`config.mk`:
```
export PLATFORM = sky130hd
export DESIGN_NAME = int8_dot_sequencer_flat
export DESIGN_NICKNAME = d
export VERILOG_FILES = /design/src/rtl/int8_mac_instr_pkg.sv /design/src/rtl/int8_dot_sequencer_if.sv /design/src/rtl/int8_dot_sequencer.sv /design/src/flat_wrapper.sv
export SDC_FILE = /design/constraint.sdc
export NUM_CORES = 1
export LEC_CHECK = 0
export ABC_AREA = 1
export CORE_AREA = 2 2 139 141
export CTS_CLUSTER_SIZE = 16
export DETAILED_ROUTE_END_ITERATION = 7
export DIE_AREA = 0 0 141 143
export HOLD_SLACK_MARGIN = 0.02
export PLACE_DENSITY = 0.74
export SLEW_MARGIN = 20
export SYNTH_ARGS = -nofsm -noshare
export SYNTH_HDL_FRONTEND = slang
export SYNTH_SLANG_ARGS = --single-unit
```
`constraint.sdc`:
```
create_clock -name clk_i -period 4.4 [get_ports clk_i]
set_input_delay 0.88 -clock clk_i [delete_from_list [all_inputs] [get_ports clk_i]]
set_output_delay 0.88 -clock clk_i [all_outputs]
set_load 0.005 [all_outputs]
```
`src/rtl/int8_mac_instr_pkg.sv`:
```
// rtl/int8_mac_instr_pkg.sv - Shared INT8 MAC opcode set and dot-sequencer state encoding
package int8_mac_instr_pkg;

    // Opcodes understood by the shared int8_mac_unit.
    typedef enum logic [2:0] {
        MAC8     = 3'd0,
        MAC8_ACC = 3'd1,
        MUL8     = 3'd2,
        CLIP8    = 3'd3,
        SIMD_DOT = 3'd4,
        ILLEGAL  = 3'd7
    } opcode_t;

    // Dot-product sequencer control states.
    typedef enum logic [2:0] {
        IDLE      = 3'd0,
        FETCH     = 3'd1,
        EXEC      = 3'd2,
        ACC       = 3'd3,
        CLIP_EXEC = 3'd4,
        CLIP_ACC  = 3'd5,
        RESP      = 3'd6
    } seq_state_e;

endpackage

```
`src/rtl/int8_dot_sequencer_if.sv`:
```
// rtl/int8_dot_sequencer_if.sv - Command, operand-read, MAC and response bundle of the dot sequencer
//   cmd_*  : command valid/ready channel (addresses, length, init, clip, rd tag)
//   mem_*  : two 1-cycle-latency word read ports (A and B operands)
//   mac_*  : operand/opcode issue to and result capture from int8_mac_unit
//   rsp_*  : result valid/ready channel; busy reports a command in flight
//   slave  : sequencer view; master : environment view
interface int8_dot_sequencer_if #(
    parameter int XLEN = 32,
    parameter int AW   = 16,
    parameter int LW   = 12
) ();
    import int8_mac_instr_pkg::*;

    logic            cmd_valid;
    logic            cmd_ready;
    logic [AW-1:0]   cmd_a_addr;
    logic [AW-1:0]   cmd_b_addr;
    logic [LW-1:0]   cmd_len;
    logic [XLEN-1:0] cmd_acc_init;
    logic            cmd_clip;
    logic [4:0]      cmd_rd_addr;

    logic            mem_a_req;
    logic [AW-1:0]   mem_a_addr;
    logic [XLEN-1:0] mem_a_rdata;
    logic            mem_b_req;
    logic [AW-1:0]   mem_b_addr;
    logic [XLEN-1:0] mem_b_rdata;

    opcode_t         mac_opcode;
    logic [XLEN-1:0] mac_rs1;
    logic [XLEN-1:0] mac_rs2;
    logic [XLEN-1:0] mac_rd;
    logic [XLEN-1:0] mac_result;
    logic            mac_valid;
    logic            mac_overflow;

    logic            rsp_valid;
    logic            rsp_ready;
    logic [XLEN-1:0] rsp_data;
    logic [4:0]      rsp_rd_addr;
    logic            rsp_overflow;
    logic            rsp_err;
    logic            busy;

    modport slave (
        input  cmd_valid, cmd_a_addr, cmd_b_addr, cmd_len, cmd_acc_init, cmd_clip, cmd_rd_addr,
        output cmd_ready,
        output mem_a_req, mem_a_addr, mem_b_req, mem_b_addr,
        input  mem_a_rdata, mem_b_rdata,
        output mac_opcode, mac_rs1, mac_rs2, mac_rd,
        input  mac_result, mac_valid, mac_overflow,
        output rsp_valid, rsp_data, rsp_rd_addr, rsp_overflow, rsp_err, busy,
        input  rsp_ready
    );

    modport master (
        output cmd_valid, cmd_a_addr, cmd_b_addr, cmd_len, cmd_acc_init, cmd_clip, cmd_rd_addr,
        input  cmd_ready,
        input  mem_a_req, mem_a_addr, mem_b_req, mem_b_addr,
        output mem_a_rdata, mem_b_rdata,
        input  mac_opcode, mac_rs1, mac_rs2, mac_rd,
        output mac_result, mac_valid, mac_overflow,
        input  rsp_valid, rsp_data, rsp_rd_addr, rsp_overflow, rsp_err, busy,
        output rsp_ready
    );

endinterface

```
`src/rtl/int8_dot_sequencer.sv`:
```
// rtl/int8_dot_sequencer.sv - Command-driven long INT8 dot product on the shared MAC unit
//   clk_i  : clock
//   rst_ni : asynchronous active-low reset (aborts any command in flight)
//   bus    : int8_dot_sequencer_if.slave (command, operand reads, MAC issue, response)
module int8_dot_sequencer
    import int8_mac_instr_pkg::*;
#(
    parameter int XLEN = 32,
    parameter int AW   = 16,
    parameter int LW   = 12
) (
    input  logic                clk_i,
    input  logic                rst_ni,
    int8_dot_sequencer_if.slave bus
);

    seq_state_e      state;
    logic [AW-1:0]   a_ptr;
    logic [AW-1:0]   b_ptr;
    logic [LW-1:0]   remaining;
    logic            clip_q;
    logic [4:0]      rd_addr_q;
    logic [XLEN-1:0] acc;
    logic            ovf_q;
    logic            err_q;
    logic            cmd_ready_q;
    logic            busy_q;
    logic            mem_req_q;
    logic            rsp_valid_q;
    opcode_t         opcode_q;

    // Control outputs are registered: each transition sets the outputs
    // belonging to the state being entered.
    always_ff @(posedge clk_i or negedge rst_ni) begin
        if (!rst_ni) begin
            state       <= IDLE;
            a_ptr       <= '0;
            b_ptr       <= '0;
            remaining   <= '0;
            clip_q      <= 1'b0;
            rd_addr_q   <= '0;
            acc         <= '0;
            ovf_q       <= 1'b0;
            err_q       <= 1'b0;
            cmd_ready_q <= 1'b0;
            busy_q      <= 1'b0;
            mem_req_q   <= 1'b0;
            rsp_valid_q <= 1'b0;
            opcode_q    <= ILLEGAL;
        end else begin
            mem_req_q <= 1'b0;
            opcode_q  <= ILLEGAL;
            unique case (state)
                IDLE: begin
                    cmd_ready_q <= 1'b1;
                    if (bus.cmd_valid && cmd_ready_q) begin
                        cmd_ready_q <= 1'b0;
                        busy_q      <= 1'b1;
                        a_ptr       <= bus.cmd_a_addr;
                        b_ptr       <= bus.cmd_b_addr;
                        remaining   <= bus.cmd_len;
                        clip_q      <= bus.cmd_clip;
                        rd_addr_q   <= bus.cmd_rd_addr;
                        acc         <= bus.cmd_acc_init;
                        ovf_q       <= 1'b0;
                        err_q       <= 1'b0;
                        if (bus.cmd_len != '0) begin
                            state     <= FETCH;
                            mem_req_q <= 1'b1;
                        end else if (bus.cmd_clip) begin
                            state    <= CLIP_EXEC;
                            opcode_q <= CLIP8;
                        end else begin
                            state       <= RESP;
                            rsp_valid_q <= 1'b1;
                        end
                    end
                end
                FETCH: begin
                    state    <= EXEC;
                    opcode_q <= SIMD_DOT;
                end
                EXEC: begin
                    state <= ACC;
                end
                ACC: begin
                    acc       <= bus.mac_result;
                    ovf_q     <= ovf_q | bus.mac_overflow;
                    if (!bus.mac_valid) begin
                        err_q <= 1'b1;
                    end
                    a_ptr     <= a_ptr + AW'(1);
                    b_ptr     <= b_ptr + AW'(1);
                    remaining <= remaining - LW'(1);
                    if (remaining != LW'(1)) begin
                        state     <= FETCH;
                        mem_req_q <= 1'b1;
                    end else if (clip_q) begin
                        state    <= CLIP_EXEC;
                        opcode_q <= CLIP8;
                    end else begin
                        state       <= RESP;
                        rsp_valid_q <= 1'b1;
                    end
                end
                CLIP_EXEC: begin
                    state <= CLIP_ACC;
                end
                CLIP_ACC: begin
                    acc   <= bus.mac_result;
                    ovf_q <= ovf_q | bus.mac_overflow;
                    if (!bus.mac_valid) begin
                        err_q <= 1'b1;
                    end
                    state       <= RESP;
                    rsp_valid_q <= 1'b1;
                end
                RESP: begin
                    if (bus.rsp_ready) begin
                        rsp_valid_q <= 1'b0;
                        busy_q      <= 1'b0;
                        cmd_ready_q <= 1'b1;
                        state       <= IDLE;
                    end
                end
                default: begin
                    state <= IDLE;
                end
            endcase
        end
    end

    assign bus.cmd_ready    = cmd_ready_q;
    assign bus.busy         = busy_q;

    // Addresses are only presented while the read strobe is up.
    assign bus.mem_a_req    = mem_req_q;
    assign bus.mem_b_req    = mem_req_q;
    assign bus.mem_a_addr   = mem_req_q ? a_ptr : '0;
    assign bus.mem_b_addr   = mem_req_q ? b_ptr : '0;

    // Operand read data arrives during EXEC, one cycle after the strobe, so
    // the MAC operands are steered straight from the read ports in that state.
    assign bus.mac_opcode   = opcode_q;
    assign bus.mac_rs1      = (state == EXEC)      ? bus.mem_a_rdata :
                              (state == CLIP_EXEC) ? acc : '0;
    assign bus.mac_rs2      = (state == EXEC)      ? bus.mem_b_rdata : '0;
    assign bus.mac_rd       = (state == EXEC)      ? acc : '0;

    assign bus.rsp_valid    = rsp_valid_q;
    assign bus.rsp_data     = acc;
    assign bus.rsp_rd_addr  = rd_addr_q;
    assign bus.rsp_overflow = ovf_q;
    assign bus.rsp_err      = err_q;

endmodule

```
`src/flat_wrapper.sv`:
```
// flat-port wrapper written by rule: the top's interface ports become plain ports
module int8_dot_sequencer_flat import int8_mac_instr_pkg::*;
#(
    parameter int XLEN = 32,
    parameter int AW   = 16,
    parameter int LW   = 12
)
  (clk_i, rst_ni, bus_cmd_valid, bus_cmd_a_addr, bus_cmd_b_addr, bus_cmd_len, bus_cmd_acc_init, bus_cmd_clip, bus_cmd_rd_addr, bus_cmd_ready, bus_mem_a_req, bus_mem_a_addr, bus_mem_b_req, bus_mem_b_addr, bus_mem_a_rdata, bus_mem_b_rdata, bus_mac_opcode, bus_mac_rs1, bus_mac_rs2, bus_mac_rd, bus_mac_result, bus_mac_valid, bus_mac_overflow, bus_rsp_valid, bus_rsp_data, bus_rsp_rd_addr, bus_rsp_overflow, bus_rsp_err, bus_busy, bus_rsp_ready);
  int8_dot_sequencer_if #(.XLEN(XLEN), .AW(AW), .LW(LW)) bus_i ();
  input  logic clk_i;
  input  logic rst_ni;
  input wire logic [$bits(bus_i.cmd_valid)-1:0] bus_cmd_valid;
  input wire logic [$bits(bus_i.cmd_a_addr)-1:0] bus_cmd_a_addr;
  input wire logic [$bits(bus_i.cmd_b_addr)-1:0] bus_cmd_b_addr;
  input wire logic [$bits(bus_i.cmd_len)-1:0] bus_cmd_len;
  input wire logic [$bits(bus_i.cmd_acc_init)-1:0] bus_cmd_acc_init;
  input wire logic [$bits(bus_i.cmd_clip)-1:0] bus_cmd_clip;
  input wire logic [$bits(bus_i.cmd_rd_addr)-1:0] bus_cmd_rd_addr;
  output wire logic [$bits(bus_i.cmd_ready)-1:0] bus_cmd_ready;
  output wire logic [$bits(bus_i.mem_a_req)-1:0] bus_mem_a_req;
  output wire logic [$bits(bus_i.mem_a_addr)-1:0] bus_mem_a_addr;
  output wire logic [$bits(bus_i.mem_b_req)-1:0] bus_mem_b_req;
  output wire logic [$bits(bus_i.mem_b_addr)-1:0] bus_mem_b_addr;
  input wire logic [$bits(bus_i.mem_a_rdata)-1:0] bus_mem_a_rdata;
  input wire logic [$bits(bus_i.mem_b_rdata)-1:0] bus_mem_b_rdata;
  output wire logic [$bits(bus_i.mac_opcode)-1:0] bus_mac_opcode;
  output wire logic [$bits(bus_i.mac_rs1)-1:0] bus_mac_rs1;
  output wire logic [$bits(bus_i.mac_rs2)-1:0] bus_mac_rs2;
  output wire logic [$bits(bus_i.mac_rd)-1:0] bus_mac_rd;
  input wire logic [$bits(bus_i.mac_result)-1:0] bus_mac_result;
  input wire logic [$bits(bus_i.mac_valid)-1:0] bus_mac_valid;
  input wire logic [$bits(bus_i.mac_overflow)-1:0] bus_mac_overflow;
  output wire logic [$bits(bus_i.rsp_valid)-1:0] bus_rsp_valid;
  output wire logic [$bits(bus_i.rsp_data)-1:0] bus_rsp_data;
  output wire logic [$bits(bus_i.rsp_rd_addr)-1:0] bus_rsp_rd_addr;
  output wire logic [$bits(bus_i.rsp_overflow)-1:0] bus_rsp_overflow;
  output wire logic [$bits(bus_i.rsp_err)-1:0] bus_rsp_err;
  output wire logic [$bits(bus_i.busy)-1:0] bus_busy;
  input wire logic [$bits(bus_i.rsp_ready)-1:0] bus_rsp_ready;
  assign bus_i.cmd_valid = bus_cmd_valid;
  assign bus_i.cmd_a_addr = bus_cmd_a_addr;
  assign bus_i.cmd_b_addr = bus_cmd_b_addr;
  assign bus_i.cmd_len = bus_cmd_len;
  assign bus_i.cmd_acc_init = bus_cmd_acc_init;
  assign bus_i.cmd_clip = bus_cmd_clip;
  assign bus_i.cmd_rd_addr = bus_cmd_rd_addr;
  assign bus_cmd_ready = bus_i.cmd_ready;
  assign bus_mem_a_req = bus_i.mem_a_req;
  assign bus_mem_a_addr = bus_i.mem_a_addr;
  assign bus_mem_b_req = bus_i.mem_b_req;
  assign bus_mem_b_addr = bus_i.mem_b_addr;
  assign bus_i.mem_a_rdata = bus_mem_a_rdata;
  assign bus_i.mem_b_rdata = bus_mem_b_rdata;
  assign bus_mac_opcode = bus_i.mac_opcode;
  assign bus_mac_rs1 = bus_i.mac_rs1;
  assign bus_mac_rs2 = bus_i.mac_rs2;
  assign bus_mac_rd = bus_i.mac_rd;
  assign bus_i.mac_result = bus_mac_result;
  assign bus_i.mac_valid = bus_mac_valid;
  assign bus_i.mac_overflow = bus_mac_overflow;
  assign bus_rsp_valid = bus_i.rsp_valid;
  assign bus_rsp_data = bus_i.rsp_data;
  assign bus_rsp_rd_addr = bus_i.rsp_rd_addr;
  assign bus_rsp_overflow = bus_i.rsp_overflow;
  assign bus_rsp_err = bus_i.rsp_err;
  assign bus_busy = bus_i.busy;
  assign bus_i.rsp_ready = bus_rsp_ready;
  int8_dot_sequencer #(.XLEN(XLEN), .AW(AW), .LW(LW)) u_core (.clk_i(clk_i), .rst_ni(rst_ni), .bus(bus_i));
endmodule
```
# After elaboration in Yosys (flattened, before gate mapping)
# Cells that the tools add are included.
[classes] addsub=3 eq_ne=14 muxes=47 n_bitwise=1 reduce_logical=16
[op_table] cell="32-bit 2-to-1 mux" count=5
[op_table] cell="16-bit 2-to-1 mux" count=4
[op_table] cell="16-bit case mux with 2 select lines" count=2
[op_table] cell="32-bit case mux with 2 select lines" count=1
[op_table] cell="16-bit by 1-bit adder with 16-bit output, second input constant" count=2
[op_table] cell="3-bit 2-to-1 mux" count=9
[op_table] cell="12-bit case mux with 2 select lines" count=1
[op_table] cell="3-bit case mux with 7 select lines" count=1
[op_table] cell="1-bit 2-to-1 mux" count=14
[op_table] cell="12-bit 2-to-1 mux" count=1
[op_table] cell="12-bit by 1-bit != test with 1-bit output, second input constant" count=1
[op_table] cell="2-bit != test, second input constant" count=6
[op_table] cell="12-bit nonzero test" count=1
[op_table] cell="12-bit by 1-bit subtractor with 12-bit output, second input constant" count=1
[op_table] cell="1-bit case mux with 2 select lines" count=5
[op_table] cell="2-bit AND reduction" count=5
[op_table] cell="3-bit equality test, second input constant" count=3
[op_table] cell="3-bit case mux with 3 select lines" count=1
[op_table] cell="7-bit AND reduction" count=1
[op_table] cell="3-bit by 2-bit equality test with 1-bit output, second input constant" count=2
[op_table] cell="3-bit AND reduction" count=2
[op_table] cell="2-bit nonzero test" count=3
[op_table] cell="2-bit 2-to-1 mux" count=2
[op_table] cell="1-bit case mux with 4 select lines" count=1
[op_table] cell="other kinds (7)" count=7
[word_totals] ff_bits=94 input_bits=184

# Longest topological paths before layout
# Gate-level depths: netlist (run 1).
[logic_depth] word_depth=4 ltp_mapped=11 depth_no_buf=10

# Worst setup path after synthesis (run 1)
# No wires, ideal clock.
[synth_timing] path_kind="register to output" start="reg u_core.state[2]" end="out bus_mac_rs2[10]" arrival_time_ns=1.196 required_time_ns=3.520 slack_ns=2.324 stages_incl_launch_ff=6 path_buffers=2 path_cell_list="dfrtp_1 > inv_2 > nand3_1 > buf_2 > buf_2 > nor2_1"
[synth_via] elab_chain_cells=2
[synth_lines] element="from (decl)" line_no="int8_dot_sequencer.sv:17" rtl="seq_state_e state;"
[synth_lines] element="from (signal assigned)" line_no="int8_dot_sequencer.sv:36" rtl="state <= IDLE;"
[synth_lines] element="from (signal assigned)" line_no="int8_dot_sequencer.sv:68" rtl="state <= FETCH;"
[synth_lines] element="from (signal assigned)" line_no="int8_dot_sequencer.sv:71" rtl="state <= CLIP_EXEC;"
[synth_lines] element="3-bit by 2-bit equality test with 1-bit output" line_no="int8_dot_sequencer.sv:147" rtl="assign bus.mac_rs2 = (state == EXEC) ? bus.mem_b_rdata : '0;"
[synth_lines] element="32-bit 2-to-1 mux" line_no="int8_dot_sequencer.sv:147"
[synth_lines] element="to (decl)" line_no="flat_wrapper.sv:28" rtl="output wire logic [$bits(bus_i.mac_rs2)-1:0] bus_mac_rs2;"
# No other way between the ends.

# Worst setup path in the final report (run 1)
[layout_timing] start="reg u_core.state[1]" end="out bus_mac_rs1[23]"
[layout_via] elab_chain_cells=3 word_cells_on_any_way=4
[layout_lines] element="3-bit equality test" line_no="int8_dot_sequencer.sv:146" rtl="(state == CLIP_EXEC) ? acc : '0;"
[layout_lines] element="32-bit 2-to-1 mux" line_no="int8_dot_sequencer.sv:146"
[layout_lines] element="32-bit 2-to-1 mux *" line_no="int8_dot_sequencer.sv:145" rtl="assign bus.mac_rs1 = (state == EXEC) ? bus.mem_a_rdata :"
[layout_lines] element="to (decl)" line_no="flat_wrapper.sv:27" rtl="output wire logic [$bits(bus_i.mac_rs1)-1:0] bus_mac_rs1;"
# Every way passes the cells marked *; elsewhere a longest branch is shown, timed or not.

==> impl_metrics.csv, run 1 <==
group,metric,value,unit
status,outcome,"complete, no violations",
timing,fin_skew,0.0162,ns
finish,final_util,56.4,%
place,pre_cts_ws,1.13,ns
drt,avgRoutedWirePerCell,16.1,um
timing,fin_setup_tns,0,ns
worst_setup_path,worstPathArrival,2.81,ns
worst_setup_path,cp-end-kind,"output pin",
pwr,p_per_area,572,mW/mm^2
place,gp_congestion,0.887,
finish,stdcell_area,0.0105,mm^2
floorplanning,coreArea,0.0186,mm^2
timing,setup_viol,0,
worst_setup_path,crit_chain,"nor2_4, nand2_1, buf_4, o22ai_1, clkdlybuf4s50_1",
clock_network,clk_pin_slew,0.07,ns
timing,whs,0.478,ns
clock_network,numCtsBuffers,9,
logic_synthesis,syn_inst,980,
floorplanning,die_h,143,um
min_path,hp-class,"flip-flop to flip-flop",
timing,worstMarginPinSlew,0.920,ns
logic_synthesis,synth.most_common_cell,"nand2_1",
finish,layout.nets,1493,
worst_setup_path,crit_path_max_fanout,21,
logic_synthesis,async_reset_ff_share,100,%
clock_network,cts_buffer_depth,2,
job,cap_violations,0,
clock_network,cts_htree_levels,3,
clock_network,cts_tree,"built",
timing,final-max-slew-violation-count,0,
timing,max_freq,271,MHz
logic_synthesis,synth_common_cells,"239 x nand2_1, 201 x inv_1, 142 x nor2_1, 91 x dfrtp_1, 47 x nand3_1",
worst_setup_path,critPathSlowestCell,"nand2_1",
floorplanning,io_pins,359,
clock_network,clock_sinks,93,
pwr,vdd_drop_max,0.303,mV
worst_setup_path,worstPathRequired,3.52,ns
worst_setup_path,rrSetupSlack,1.96,ns
global_route,grt_pass1_vias,7138,
drt,drtIter0Drc,308,
timing,period_share,83.8,%
drt,vias,7365,
clock_network,worstSkewPairLatency,0.35,ns
floorplanning,row_count,50,
drt,wl,24900,um
place,dpl_cell_area,0.0102,mm^2
timing,max_slew_margin,38.5,%
timing,min_period,3.69,ns
drt,drc,0,
floorplanning,start_util,35.3,%
logic_synthesis,syn_area,0.00657,mm^2
clock_network,cts_root_buffer,"clkbuf_16",
pwr,p_leak,4.95,nW
global_route,grt_pass1_wl,37900,um
drt,via_per_inst,4.77,
global_route,antenna_found_initial,0,
global_route,grt_max_degree,79,
worst_setup_path,startpoint_type,"flip-flop",
logic_synthesis,yosys-top-cells-area,"dfrtp_1 35%, nand2_1 14%, inv_1 11%",
logic_synthesis,synth_cell_types,41,
timing,rsz0062_at_grt,"no",
logic_synthesis,syn_area_per_cell,6.70,um^2
floorplanning,die_w,141,um
floorplanning,dieArea,0.0202,mm^2
worst_setup_path,cp_slowest_stage_delay,0.55,ns
logic_synthesis,syn_nets,1168,
timing,finalHoldViolCount,0,
place,io_buffers,358,
logic_synthesis,yosys_warnings,0,
logic_synthesis,synth_edf_count,0,
drt,ant_nets,0,
drt,drt_first_pass_iters,5,
place,hpwl,18900,um
logic_synthesis,yosysSeqAreaShare,35.5,%
clock_network,post_cts.repair.setup_buffers,0,
finish,areaGrowthSynthToFinish,59.7,%
global_route,grt_usage,24.1,%
logic_synthesis,synth_ff_type,"dfrtp_1",
global_route,grt-ovfl-total,0,
clock_network,hold_buffers,0,
logic_synthesis,synth_top_area_share,34.7,%
logic_synthesis,synth_largest_area_cell,"dfrtp_1",
clock_network,cts_resized,0,
worst_setup_path,worstSetupPathType,"flip-flop to output pin",
logic_synthesis,ys_ff_latch,93,
timing,worst_slack,0.713,ns
finish,drive_above_1_share,6.03,%
-- cell families (layout without fill, tap and decap cells) --
kind of cell | after synthesis | after routing | synth area share, %
adders and majority gates | 4 | 4 | 0.762
xor gates and xnor gates | 4 | 4 | 0.534
buffers and inverters | 257 | 587 | 16.5
DFF | 93 | 93 | 35.5
and+or+nand+nor | 459 | 459 | 28.6
AOI/OAI and AO/OA | 163 | 163 | 18.1
other | 0 | 1 | 0
-- worst paths after layout --
path,start,end,depth (start not counted)
worst max register to register,u_core.state[1],u_core.bus.rsp_data[5],6
worst max-delay path,u_core.state[1],bus_mac_rs1[23],5
worst min register to register,u_core.bus.rsp_rd_addr[2],u_core.bus.rsp_rd_addr[2],2
worst min-delay path,u_core.bus.rsp_rd_addr[2],u_core.bus.rsp_rd_addr[2],2
min in group asynchronous,rst_ni,u_core.a_ptr[0],1
max in group asynchronous,rst_ni,u_core.remaining[1],2
-- final cells by class --
class | count | area [um^2]
Clock buffer | 13 | 250
Timing Repair Buffer | 363 | 3630
Clock inverter | 3 | 22.5
Fill cell | 1785 | 8090
Antenna cell | 1 | 2.50
Sequential cell | 93 | 2330
Tap cell | 234 | 293
Multi-Input combinational cell | 630 | 3170
Inverter | 208 | 786
-- cells in the final DEF (no fill, tap or decap), drive strengths merged, types with 4 or more instances in the layout --
master	synthesis	routed
nand4	12	12
clkbuf	14	13
nor2	144	144
a31oi	4	4
dfrtp	91	91
o211ai	50	50
a21oi	7	7
o21ai	58	58
buf	35	6
o22ai	34	34
clkdlybuf4s50	0	357
ha	4	4
nand3	49	49
inv	208	208
nand2	244	244
-- power breakdown --
group | switching [W] | internal [W]
Sequential | 0.000425 | 0.00129
Clock | 0.000350 | 0.000401
Combinational | 0.00188 | 0.00165
Total | 0.00265 | 0.00334
-- state kept, by name (all words and copies together), names as in the netlist --
name / cells
u_core.bus.mac_opcode: 2
u_core.bus.busy: 1
u_core.b_ptr: 16
u_core.bus.rsp_data: 32
u_core.bus.rsp_rd_addr: 5
u_core.bus.rsp_overflow: 1
u_core.clip_q: 1
u_core.remaining: 12
u_core.bus.rsp_err: 1
u_core.bus.mem_a_req: 1
u_core.a_ptr: 16
u_core.bus.rsp_valid: 1
u_core.bus.cmd_ready: 1
u_core.state: 3
-- metrics by stage --
stage / std cells / total power [W]
3_3_place_gp: 1528 / 0.00519
3_5_place_dp: 1528 / 0.00527
5_1_grt: 1544 / 0.00649
4_1_cts: 1544 / 0.00604
6_report: 1545 / 0.00599
2_1_floorplan: 980 / 0.00364
-- per-layer routing --
metal / share of wire [%] / global-route usage (%) / routed length [um]
met3: 8.9 / 8.28 / 2220
met5: 0 / 0 / 0
met1: 40 / 29.6 / 10100
met2: 50 / 41.3 / 12300
met4: 1.1 / 4.89 / 268
-- critical path: cells and delay by family, from the launching register on --
kind                   cells  cell delay (ns)
AOI/OAI and AO/OA          1             0.19
and+or+nand+nor            2             0.76
DFF                        1             0.52
buffers and inverters      2             0.98
No activity file was read; power rests on OpenSTA's default activity.
==> run 2, diff against run 1 <==
==> constraint.sdc (replaced) <==
create_clock -name clk_i -period 3.48 [get_ports clk_i]
set_input_delay 0.696 -clock clk_i [delete_from_list [all_inputs] [get_ports clk_i]]
set_output_delay 0.696 -clock clk_i [all_outputs]
set_load 0.005 [all_outputs]
==> run 2 against run 1 <==
Clock-buffer cell count unchanged. Cell count up 0.45%. Clock power up 40%.
==> impl_metrics.csv, run 2 (synthesized netlist as in run 1, its figures left out) <==
group,metric,value,unit
min_path,hp-class,"input pin to async pin",
timing,rsz0062_at_grt,"no",
finish,fillers,1759,
clock_network,cts_root_buffer,"clkbuf_16",
worst_setup_path,worstSetupPathType,"flip-flop to output pin",
global_route,grt_pass1_vias,6981,
worst_setup_path,timing.rr.start,"u_core.state[1]",
finish,drive_above_1_share,6.68,%
worst_setup_path,cp-end-kind,"output pin",
pwr,swShare,43.3,%
drt,drtIter0Drc,426,
floorplanning,coreArea,0.0186,mm^2
clock_network,post_cts.repair.setup_buffers,0,
worst_setup_path,crit_path_max_fanout,34,
worst_setup_path,worstPathArrival,2.43,ns
clock_network,worstSkewPairLatency,0.35,ns
timing,worst_slack,0.358,ns
floorplanning,start_util,35.3,%
clock_network,cts_resized,0,
place,pre_cts_ws,0.749,ns
timing,fin_skew,0.00717,ns
global_route,grt_usage,24.0,%
clock_network,clock_sinks,93,
floorplanning,die_w,141,um
finish,layout.nets,1501,
finish,final_common_cell,"clkdlybuf4s50_1",
drt,via_per_inst,4.80,
worst_setup_path,crit_start,"u_core.state[1]",
timing,final-max-slew-violation-count,0,
status,outcome,"complete, no violations",
timing,fin_setup_tns,0,ns
timing,period_share,89.7,%
pwr,p_comb_share,59.1,%
pwr,p_int,0.00441,W
floorplanning,die_h,143,um
pwr,seqPwrFrac,27.3,%
place,gp_congestion,0.863,
pwr,vdd_drop_max,0.319,mV
clock_network,hold_buffers,0,
global_route,antenna_found_initial,1,
drt,drc,0,
drt,ant_nets,0,
clock_network,cts_buffer_depth,2,
drt,vias,7457,
pwr,power_switching,0.00337,W
timing,max_slew_margin,51.3,%
drt,wl,24900,um
floorplanning,io_pins,359,
floorplanning,dieArea,0.0202,mm^2
timing,setup_viol,0,
global_route,grt_max_degree,61,
place,io_buffers,358,
clock_network,cts_htree_levels,3,
worst_setup_path,startpoint_type,"flip-flop",
timing,min_period,3.12,ns
timing,max_freq,320,MHz
finish,areaGrowthSynthToFinish,61.8,%
drt,drt_first_pass_iters,5,
clock_network,cts_tree,"built",
worst_setup_path,worstPathRequired,2.78,ns
clock_network,clk_pin_slew,0.07,ns
job,cap_violations,0,
floorplanning,row_count,50,
pwr,p_per_area,732,mW/mm^2
finish,final_cell_mix,"357 x clkdlybuf4s50_1, 238 x nand2_1, 201 x inv_1",
clock_network,numCtsBuffers,9,
global_route,grt-ovfl-total,0,
finish,largest_reg_flops,32,
drt,avgRoutedWirePerCell,16.0,um
pwr,clkPwrFrac,13.5,%
place,hpwl,19200,um
pwr,p_leak,5.03,nW
timing,finalHoldViolCount,0,
finish,insertedDiodeCount,0,
global_route,grt_pass1_wl,37900,um
timing,worstMarginPinSlew,0.727,ns
==> run 2: changes by cell type in the layout (fill, tap and decap cells not counted), sizes merged <==
| cell | change |
|---|---|
| clkinvlp | +1 |
| bufinv | +1 |
| buf | +8 |
| diode | -1 |
| clkinv | -2 |
==> run 2: power groups by stage <==
| stage | clock network, W | logic [W] | registers, W |
|---|---|---|---|
| finish | 0.00105 | 0.00460 | 0.00212 |
| global route | 0.00113 | 0.00509 | 0.00220 |
| CTS | 0.00108 | 0.00466 | 0.00211 |
| detailed placement | 0 | 0.00464 | 0.00212 |
| global placement | 0 | 0.00458 | 0.00211 |
| floorplan | 0 | 0.00258 | 0.00202 |
==> run 2: routing by layer <==
layer | wire length [um] | track usage (%)
met5 | 13 | 0
met3 | 2220 | 7.48
met1 | 10100 | 29.9
met2 | 12200 | 40.6
met4 | 408 | 6.21
==> run 2: layout make-up <==
class / instances / area (um^2) / share of cell area [%]
repair buffers: 371 / 3740 / 35.2
well taps: 234 / 293 / 2.75
flip-flops and latches: 93 / 2330 / 21.9
clock buffers: 13 / 270 / 2.54
multi-input cells: 630 / 3170 / 29.8
clock inverters: 3 / 42.5 / 0.400
inverters: 208 / 786 / 7.39
==> run 2: critical path, stage by stage, from the launching register on <==
cell and delay (ns):
dfrtp_1 0.60, nand3_4 0.41, buf_12 0.31, o22ai_1 0.19, clkdlybuf4s50_1 0.55
==> run 2: worst paths after layout <==
kind	cells past startpoint	to	slack, ns
max	4	bus_mac_rs1[16]	0.36
min	1	u_core.a_ptr[0]	0.30
max reg2reg	7	u_core.b_ptr[7]	1.22
min reg2reg	2	u_core.bus.rsp_rd_addr[1]	0.48
max in group asynchronous	2	u_core.bus.mac_opcode[1]	2.41
min in group clk_i	2	u_core.bus.rsp_rd_addr[1]	0.48
==> run 2: metrics by stage <==
stage	util, %	cells	power (W)	cell area (um^2)	hold slack, ns
floorplan	-	980	0.00460	6570	0.400
global placement	55.5	1536	0.00669	10300	0.458
detailed placement	55.5	1536	0.00677	10300	0.469
CTS	57.2	1552	0.00785	10600	0.306
global route	57.2	1552	0.00841	10600	0.326
finish	57.2	1552	0.00778	10600	0.302
